## config.mk

```make
export PLATFORM = sky130hd
export DESIGN_NAME = pwm_ramp_sequencer
export DESIGN_NICKNAME = d
export VERILOG_FILES = /design/src/rtl/pwm_ramp_sequencer.sv
export SDC_FILE = /design/constraint.sdc
export NUM_CORES = 1
export LEC_CHECK = 0
export BUFFER_PORTS_ARGS = -buffer_cell sky130_fd_sc_hd__buf_2
export CAP_MARGIN = 10
export CORE_UTILIZATION = 50
export CTS_BUF_LIST = sky130_fd_sc_hd__clkbuf_16
export CTS_CLUSTER_SIZE = 8
export DETAILED_ROUTE_END_ITERATION = 10
export HOLD_SLACK_MARGIN = 0.1
export PLACE_DENSITY = 0.78
export SLEW_MARGIN = 20
export SYNTH_ARGS = -nofsm -noshare
export SYNTH_HDL_FRONTEND = slang
export SYNTH_SLANG_ARGS = --single-unit
```

## constraint.sdc

```tcl
create_clock -name clk_i -period 1.7 [get_ports clk_i]
set_input_delay 0.255 -clock clk_i [delete_from_list [all_inputs] [get_ports clk_i]]
set_output_delay 0.255 -clock clk_i [all_outputs]
set_load 0.02 [all_outputs]
```

## src/rtl/pwm_ramp_sequencer.sv

```systemverilog
// pwm_ramp_sequencer
// Conversion sequencer for the PWM-ramp ADC. It selects analog mux channels
// round-robin from an enable mask and lets each input settle while the ramp
// is held at zero. It then runs the ramp until the comparator rises or the
// ramp wraps, and presents one tagged result per conversion on a
// valid/ready port.
//
// Ports:
//   clk_i, rst_i        clock, synchronous active-high reset
//   enable_i            run continuous round-robin scans while high
//   ch_mask_i           channel enable mask, used when picking a channel
//   lvds_i              comparator output, already synchronized to clk_i
//   pwm_dc_i            current ramp duty code
//   ramp_wrap_i         one-cycle pulse when the ramp passes full scale
//   mux_sel_o           analog mux select
//   ramp_clear_o        holds the ramp counter at zero
//   ramp_run_o          enables the ramp
//   busy_o              high whenever the sequencer is not idle
//   result_valid_o/_ready_i, result_ch_o, result_data_o, result_overrange_o
//                       result stream (channel, code, wrap-without-edge flag)
module pwm_ramp_sequencer #(
   parameter int NBITS         = 8,
   parameter int NCH           = 4,
   parameter int SETTLE_CYCLES = 16,
   localparam int CW           = $clog2(NCH)
) (
   input  logic             clk_i,
   input  logic             rst_i,
   input  logic             enable_i,
   input  logic [NCH-1:0]   ch_mask_i,
   input  logic             lvds_i,
   input  logic [NBITS-1:0] pwm_dc_i,
   input  logic             ramp_wrap_i,
   output logic [CW-1:0]    mux_sel_o,
   output logic             ramp_clear_o,
   output logic             ramp_run_o,
   output logic             busy_o,
   output logic             result_valid_o,
   input  logic             result_ready_i,
   output logic [CW-1:0]    result_ch_o,
   output logic [NBITS-1:0] result_data_o,
   output logic             result_overrange_o
);

   localparam logic [2:0] ST_IDLE    = 3'd0;
   localparam logic [2:0] ST_SELECT  = 3'd1;
   localparam logic [2:0] ST_SETTLE  = 3'd2;
   localparam logic [2:0] ST_CONVERT = 3'd3;
   localparam logic [2:0] ST_OUTPUT  = 3'd4;

   localparam int CNTW = (SETTLE_CYCLES > 1) ? $clog2(SETTLE_CYCLES) : 1;
   localparam logic [CNTW-1:0] SETTLE_LOAD = CNTW'(SETTLE_CYCLES - 1);

   logic [2:0]       state_q, state_d;
   logic [CW-1:0]    ptr_q, ptr_d;
   logic [CNTW-1:0]  cnt_q, cnt_d;
   logic             lvds_q, lvds_d;
   logic [CW-1:0]    mux_sel_q, mux_sel_d;
   logic             ramp_clear_q, ramp_clear_d;
   logic             ramp_run_q, ramp_run_d;
   logic             busy_q, busy_d;
   logic             valid_q, valid_d;
   logic [CW-1:0]    ch_q, ch_d;
   logic [NBITS-1:0] data_q, data_d;
   logic             ovr_q, ovr_d;

   logic             found;
   logic [CW-1:0]    next_ch;
   logic [CW-1:0]    cand;
   logic             lvds_edge;

   // Round-robin channel search. Candidates are visited from the farthest
   // offset down to pointer+1, so the last hit written is the nearest
   // enabled channel after the one converted most recently.
   always_comb begin
      found   = 1'b0;
      next_ch = '0;
      cand    = '0;
      for (int i = NCH; i >= 1; i--) begin
         cand = CW'((int'(ptr_q) + i) % NCH);
         if (ch_mask_i[cand]) begin
            found   = 1'b1;
            next_ch = cand;
         end
      end
   end

   // Sequencer next-state logic. Ramp control and busy are derived from the
   // next state so the registered outputs line up with the state they
   // describe; a comparator that is already high on entry to CONVERT gives
   // no edge because lvds_q is tracked in every state.
   always_comb begin
      state_d   = state_q;
      ptr_d     = ptr_q;
      cnt_d     = cnt_q;
      lvds_d    = lvds_i;
      mux_sel_d = mux_sel_q;
      valid_d   = valid_q;
      ch_d      = ch_q;
      data_d    = data_q;
      ovr_d     = ovr_q;
      lvds_edge = lvds_i && !lvds_q;

      case (state_q)
         ST_IDLE: begin
            if (enable_i) state_d = ST_SELECT;
         end
         ST_SELECT: begin
            if (enable_i && found) begin
               mux_sel_d = next_ch;
               ptr_d     = next_ch;
               cnt_d     = SETTLE_LOAD;
               state_d   = ST_SETTLE;
            end else begin
               state_d = ST_IDLE;
            end
         end
         ST_SETTLE: begin
            if (cnt_q == '0) state_d = ST_CONVERT;
            else             cnt_d   = cnt_q - 1'b1;
         end
         ST_CONVERT: begin
            if (lvds_edge || ramp_wrap_i) begin
               if (lvds_edge) begin
                  data_d = pwm_dc_i;
                  ovr_d  = 1'b0;
               end else begin
                  data_d = '1;
                  ovr_d  = 1'b1;
               end
               ch_d    = mux_sel_q;
               valid_d = 1'b1;
               state_d = ST_OUTPUT;
            end
         end
         ST_OUTPUT: begin
            if (valid_q && result_ready_i) begin
               valid_d = 1'b0;
               state_d = enable_i ? ST_SELECT : ST_IDLE;
            end
         end
         default: state_d = ST_IDLE;
      endcase

      ramp_run_d   = (state_d == ST_CONVERT);
      ramp_clear_d = !ramp_run_d;
      busy_d       = (state_d != ST_IDLE);
   end

   // State and output registers; reset discards any pending result and
   // rewinds the pointer so the next scan starts at channel 0.
   always_ff @(posedge clk_i) begin
      if (rst_i) begin
         state_q      <= ST_IDLE;
         ptr_q        <= CW'(NCH - 1);
         cnt_q        <= '0;
         lvds_q       <= 1'b0;
         mux_sel_q    <= '0;
         ramp_clear_q <= 1'b1;
         ramp_run_q   <= 1'b0;
         busy_q       <= 1'b0;
         valid_q      <= 1'b0;
         ch_q         <= '0;
         data_q       <= '0;
         ovr_q        <= 1'b0;
      end else begin
         state_q      <= state_d;
         ptr_q        <= ptr_d;
         cnt_q        <= cnt_d;
         lvds_q       <= lvds_d;
         mux_sel_q    <= mux_sel_d;
         ramp_clear_q <= ramp_clear_d;
         ramp_run_q   <= ramp_run_d;
         busy_q       <= busy_d;
         valid_q      <= valid_d;
         ch_q         <= ch_d;
         data_q       <= data_d;
         ovr_q        <= ovr_d;
      end
   end

   assign mux_sel_o          = mux_sel_q;
   assign ramp_clear_o       = ramp_clear_q;
   assign ramp_run_o         = ramp_run_q;
   assign busy_o             = busy_q;
   assign result_valid_o     = valid_q;
   assign result_ch_o        = ch_q;
   assign result_data_o      = data_q;
   assign result_overrange_o = ovr_q;

endmodule
```

* After elaboration in Yosys (flattened, before gate mapping)
Cells that the tools add are included.
W data, S select, Z words.
** Operators by class
- Eq/ne operators :: 9
- Muxes and demuxes :: 31
- Add/subtract/negate cells :: 5
- Magnitude comparators :: 4
- Reduce and logical (&&, ||, !) cells :: 15
** Operators by type and width (number)
- $pmux W3 S5 :: 1
- $lt A2 B3 Y1 const B :: 4
- $mux W1 :: 12
- $mux W3 :: 4
- $mux W2 :: 5
- $eq A3 B2 Y1 const B :: 3
- $bmux W1 S2 :: 4
- $mux W4 :: 2
- $mux W8 :: 1
- $ne A2 B2 Y1 const B :: 4
- $pmux W4 S2 :: 1
- $reduce_and A3 Y1 :: 2
- $add A2 B1 Y2 const B :: 2
- $add A2 B2 Y2 const B :: 2
- $logic_not A4 Y1 :: 1
- $reduce_and A2 Y1 :: 2
- $reduce_bool A2 Y1 :: 2
- $sub A4 B1 Y4 const B :: 1
- $eq A3 B1 Y1 const B :: 1
- $eq A3 B3 Y1 const B :: 1
- $logic_and A1 B1 Y1 :: 3
- $logic_not A3 Y1 :: 1
- $reduce_bool A3 Y1 :: 1
- $logic_not A1 Y1 :: 2
- other kinds (2) :: 2
** Storage, ports and cells
- Register bits after elaboration :: 27
- Logic and storage cells :: 76
- Input port bits :: 18

* Logic depth before layout (Yosys ltp)
- Word-level depth :: 12
- Mapped depth :: 6
- Mapped depth without buffers :: 6

* Worst setup path after synthesis
No wires, ideal clock.
- Kind :: reg2reg
- From :: register state_q[0]
- To :: register ptr_q[0]
- Stages on the path, launching flop included :: 6
- Data required time :: 1577 ps
- Clock period less this slack :: 1392 ps
- Path slack :: 308 ps
- Data arrival time :: 1270 ps
- Setup time :: 123 ps
- Path through :: dfxtp_1 > nand2_1 > or4_1 > buf_2 > a21oi_1 > nand3_1
** Between the ends
- Word-level cells in the longest chain between the ends :: 2
** RTL lines
- from (decl) :: line 54 : logic [2:0] state_q, state_d;
- from (signal assigned) :: line 167 : state_q <= state_d;
- $eq A3 B1 Y1 :: line 104 : case (state_q)
- $reduce_and A2 Y1 (no source line)
- to (signal assigned) :: line 155 : ptr_q <= CW'(NCH - 1);
- to (signal assigned) :: line 168 : ptr_q <= ptr_d;
- to (decl) :: line 55 : logic [CW-1:0] ptr_q, ptr_d;
No other way between the ends.
A chain may end at the register's enable or synchronous reset.

* Final worst setup path
- From :: register state_q[2]
- To :: register busy_q (netlist: busy_o)
** Between the ends
- Word-level cells in the longest chain between the ends :: 3
** RTL lines
- $eq A3 B3 Y1, or another cell as far along :: line 104
- $pmux W3 S5 (*) :: line 104
- $reduce_bool A3 Y1 (*) :: line 147 : busy_d = (state_d != ST_IDLE);
- to (signal assigned) :: line 174 : busy_q <= busy_d;
- to (decl) :: line 61 : logic busy_q, busy_d;
Mark *: on every way between the ends. The rest lies on a longest branch, timed or not.

==> results by group <==
Outcome
  – Status: finished clean

STA
  – Final setup vio count: 0
  – Fin Hold WS: 0.218 ns
  – Final period utilization: 90.4%
  – Skew final: 0.00195 ns
  – Unrepaired setup endpoints after global routing: false
  – Final hold vios: 0
  – Relative slew slack: 70.9%
  – Fin. max-slew vios: 0
  – Max Fclk: 651 MHz
  – Worst-margin pin slew: 0.433 ns
  – Final min period: 1.54 ns
  – Fin Setup TNS: 0 ns

Yosys
  – Fraction of registers with async set/reset: 0%
  – Seq/Total Area, Yosys: 45.4%
  – #FFs+latches synth: 27
  – Post-Syn Nets: 149
  – Avg Inst Size Synth: 9.16 sq um
  – Top FF cell, synth: dfxtp_1
  – Cells after synthesis: 130
  – Synthesized cell area: 1190 sq um
  – Yosys cell types: 43
  – Synthesis Warnings: 0
  – Post-synth EDFFs: 0

Global routing
  – Initial antenna violation count: 0
  – Total gr overflow: 0
  – Vias in the first global route: 1000
  – GRT Total Usage: 22.6%
  – First-pass GRT wire length: 4.31 mm
  – Largest net degree at the start of global routing: 24

Clock tree
  – Clock sink total: 27
  – CTS clk-pin slew, worst paths: 0.07 ns
  – Gates resized, CTS repair: 0
  – Cts bufs inserted: 3
  – CTS tree: yes
  – Post-CTS Setup Bufs: 0
  – Clock buffer depth: 2
  – Hold bufs inserted after CTS: 0
  – Clock root cell: clkbuf_16
  – # H-tree levels: 1
  – Clk_lat worst skew: 0.26 ns

Power and ir drop
  – Leakage power: 0.622 nW
  – Reg power frac: 48.5%
  – PD cells: 969 nW/um^2
  – Net Sw Frac: 24.9%
  – Int Power: 1.06 mW
  – Sw Pwr: 0.351 mW
  – Gate power share: 13.0%
  – Clock power frac: 38.5%
  – Largest vdd supply drop: 716 uV

Cells and area
  – Finished Cell Area: 1460 sq um
  – Area grow syn2layout: 22.4%
  – Share of layout cells above drive strength 1: 31.1%
  – Most frequent cells in the layout: 34 x buf_2, 27 x dfxtp_1, 21 x nor2_1
  – FF/Latch Area: 541 sq um
  – Fill count: 181
  – Layout Utilization: 65.3%
  – Multi-input logic area: 603 sq um
  – Antenna fix cells: 0
  – Layout net count: 184
  – Commonest non-fill, non-tap cell in the layout: buf_2

Setup path
  – Data required, critical path: 1.84 ns
  – Critical path capture point type: flip-flop
  – CP Class: reg2reg
  – Crit path DAT: 1.68 ns
  – R2R Setup Slk: 0.16 ns
  – Worst r2r src: state_q[2]
  – CP Max Fanout: 13
  – Crit path launch type: flip-flop
  – Reg2reg end: busy_o
  – R2R depth: 4

Placed design
  – Placed cell area: 1380 sq um
  – HPWL Detailed: 1.84 mm
  – Final GP Congestion: 0.895
  – Number of buffers added on ports: 34

Drt
  – Total DRC errors in the routed layout: 0
  – Final ANT Viol Nets: 0
  – Routed wire length: 2.48 mm
  – DR vias: 1043
  – Via density: 5.43
  – DR WL/cell: 12.9 um
  – Drt pass-1 iters: 4
  – Initial DRC count: 20

Worst hold path
  – Hold depth: 3
  – Hold_sp: pwm_dc_i[7]
  – WHS Endpoint: result_data_o[7]
  – Hold crit path type: in2reg

Floorplan
  – Die width: 50.8 um
  – IO Count: 35
  – Die ar.: 2580 sq um
  – Die height: 50.8 um
  – Initial Util: 53.3%
  – Row count: 17
  – Core Footprint: 2230 sq um

Run
  – Max_cap viols: 0
-- area by class of cell --
cell class | count | area share, %
Multi-Input combinational cell | 92 | 41.4
Sequential cell | 27 | 37.1
Timing Repair Buffer | 34 | 11.7
Clock buffer | 3 | 5.15
Tap cell | 28 | 2.40
Inverter | 7 | 1.80
Clock inverter | 1 | 0.515
-- per-stage QoR --
stage	power [mW]	worst slack (ns)	std cells
floorplan	0.821	0.308	130
global placement	0.874	0.227	188
detailed placement	0.882	0.189	188
CTS	1.42	0.173	192
global route	1.48	0.0393	192
finish	1.41	0.163	192
-- worst max-delay path, stage by stage (launching register included) --
cell and delay (ns):
dfxtp_1 0.51, and3b_2 0.28, o21a_2 0.21, o21ai_0 0.29
o211ai_1 0.12
-- logic make-up after synthesis --
| kind of cell | share of synthesized area (%) |
|---|---|
| xor gates and xnor gates | 1.47 |
| muxes | 1.68 |
| adders and majority gates | 1.05 |
| buffers and inverters | 3.99 |
| AOI/OAI and AO/OA | 20.4 |
| and+or+nand+nor | 26.1 |
| DFF | 45.4 |
-- state kept, by name (all words and copies together), names as in the netlist, 2 cells and up --
name and flops:
result_data_o 8, cnt_q 4, state_q 3, mux_sel_o 2, ptr_q 2, result_ch_o 2
-- layer usage --
metal  up-vias  routed length, um  global-route usage [%]
li1        543                  -                       -
met1       464               1120                    26.3
met2        29               1180                    38.7
met3         7                106                    4.46
met4         0                 64                    12.0
met5         -                  0                       0
-- worst max-delay path by stage --
stage / from / end / slack, ns
floorplan: state_q[0] / ptr_q[0] / 0.31
global placement: cnt_q[0] / cnt_q[0] / 0.23
detailed placement: state_q[0] / ptr_q[0] / 0.19
CTS: state_q[0] / ptr_q[0] / 0.17
global route: state_q[0] / ptr_q[0] / 0.04
finish: state_q[2] / busy_o / 0.16
-- power groups by stage --
stage                     logic, mW  clock network (mW)  registers, mW
after floorplan               0.113                   0          0.708
after global placement        0.177                   0          0.697
after detailed placement      0.184                   0          0.698
after CTS                     0.185               0.550          0.684
after global routing          0.204               0.584          0.689
final                         0.184               0.544          0.684
-- cell usage after synthesis, types with 2 or more instances --
library cell,n,share of area [%]
a211oi_1,2,1.3
a21oi_1,8,3.4
buf_2,2,0.84
dfxtp_1,27,45
inv_1,7,2.2
mux2i_1,2,1.7
nand2_1,4,1.3
nand3_1,5,2.1
nor2_1,21,6.6
nor2b_1,3,1.6
nor3_1,2,0.84
nor3b_1,2,1.3
nor3b_2,3,3.2
o211ai_1,2,1.3
o21ai_0,2,0.84
o21ai_1,2,0.84
o21ai_2,2,1.5
o22ai_1,8,4.2
xor2_1,2,1.5
Power figures use the tool's default switching activity.
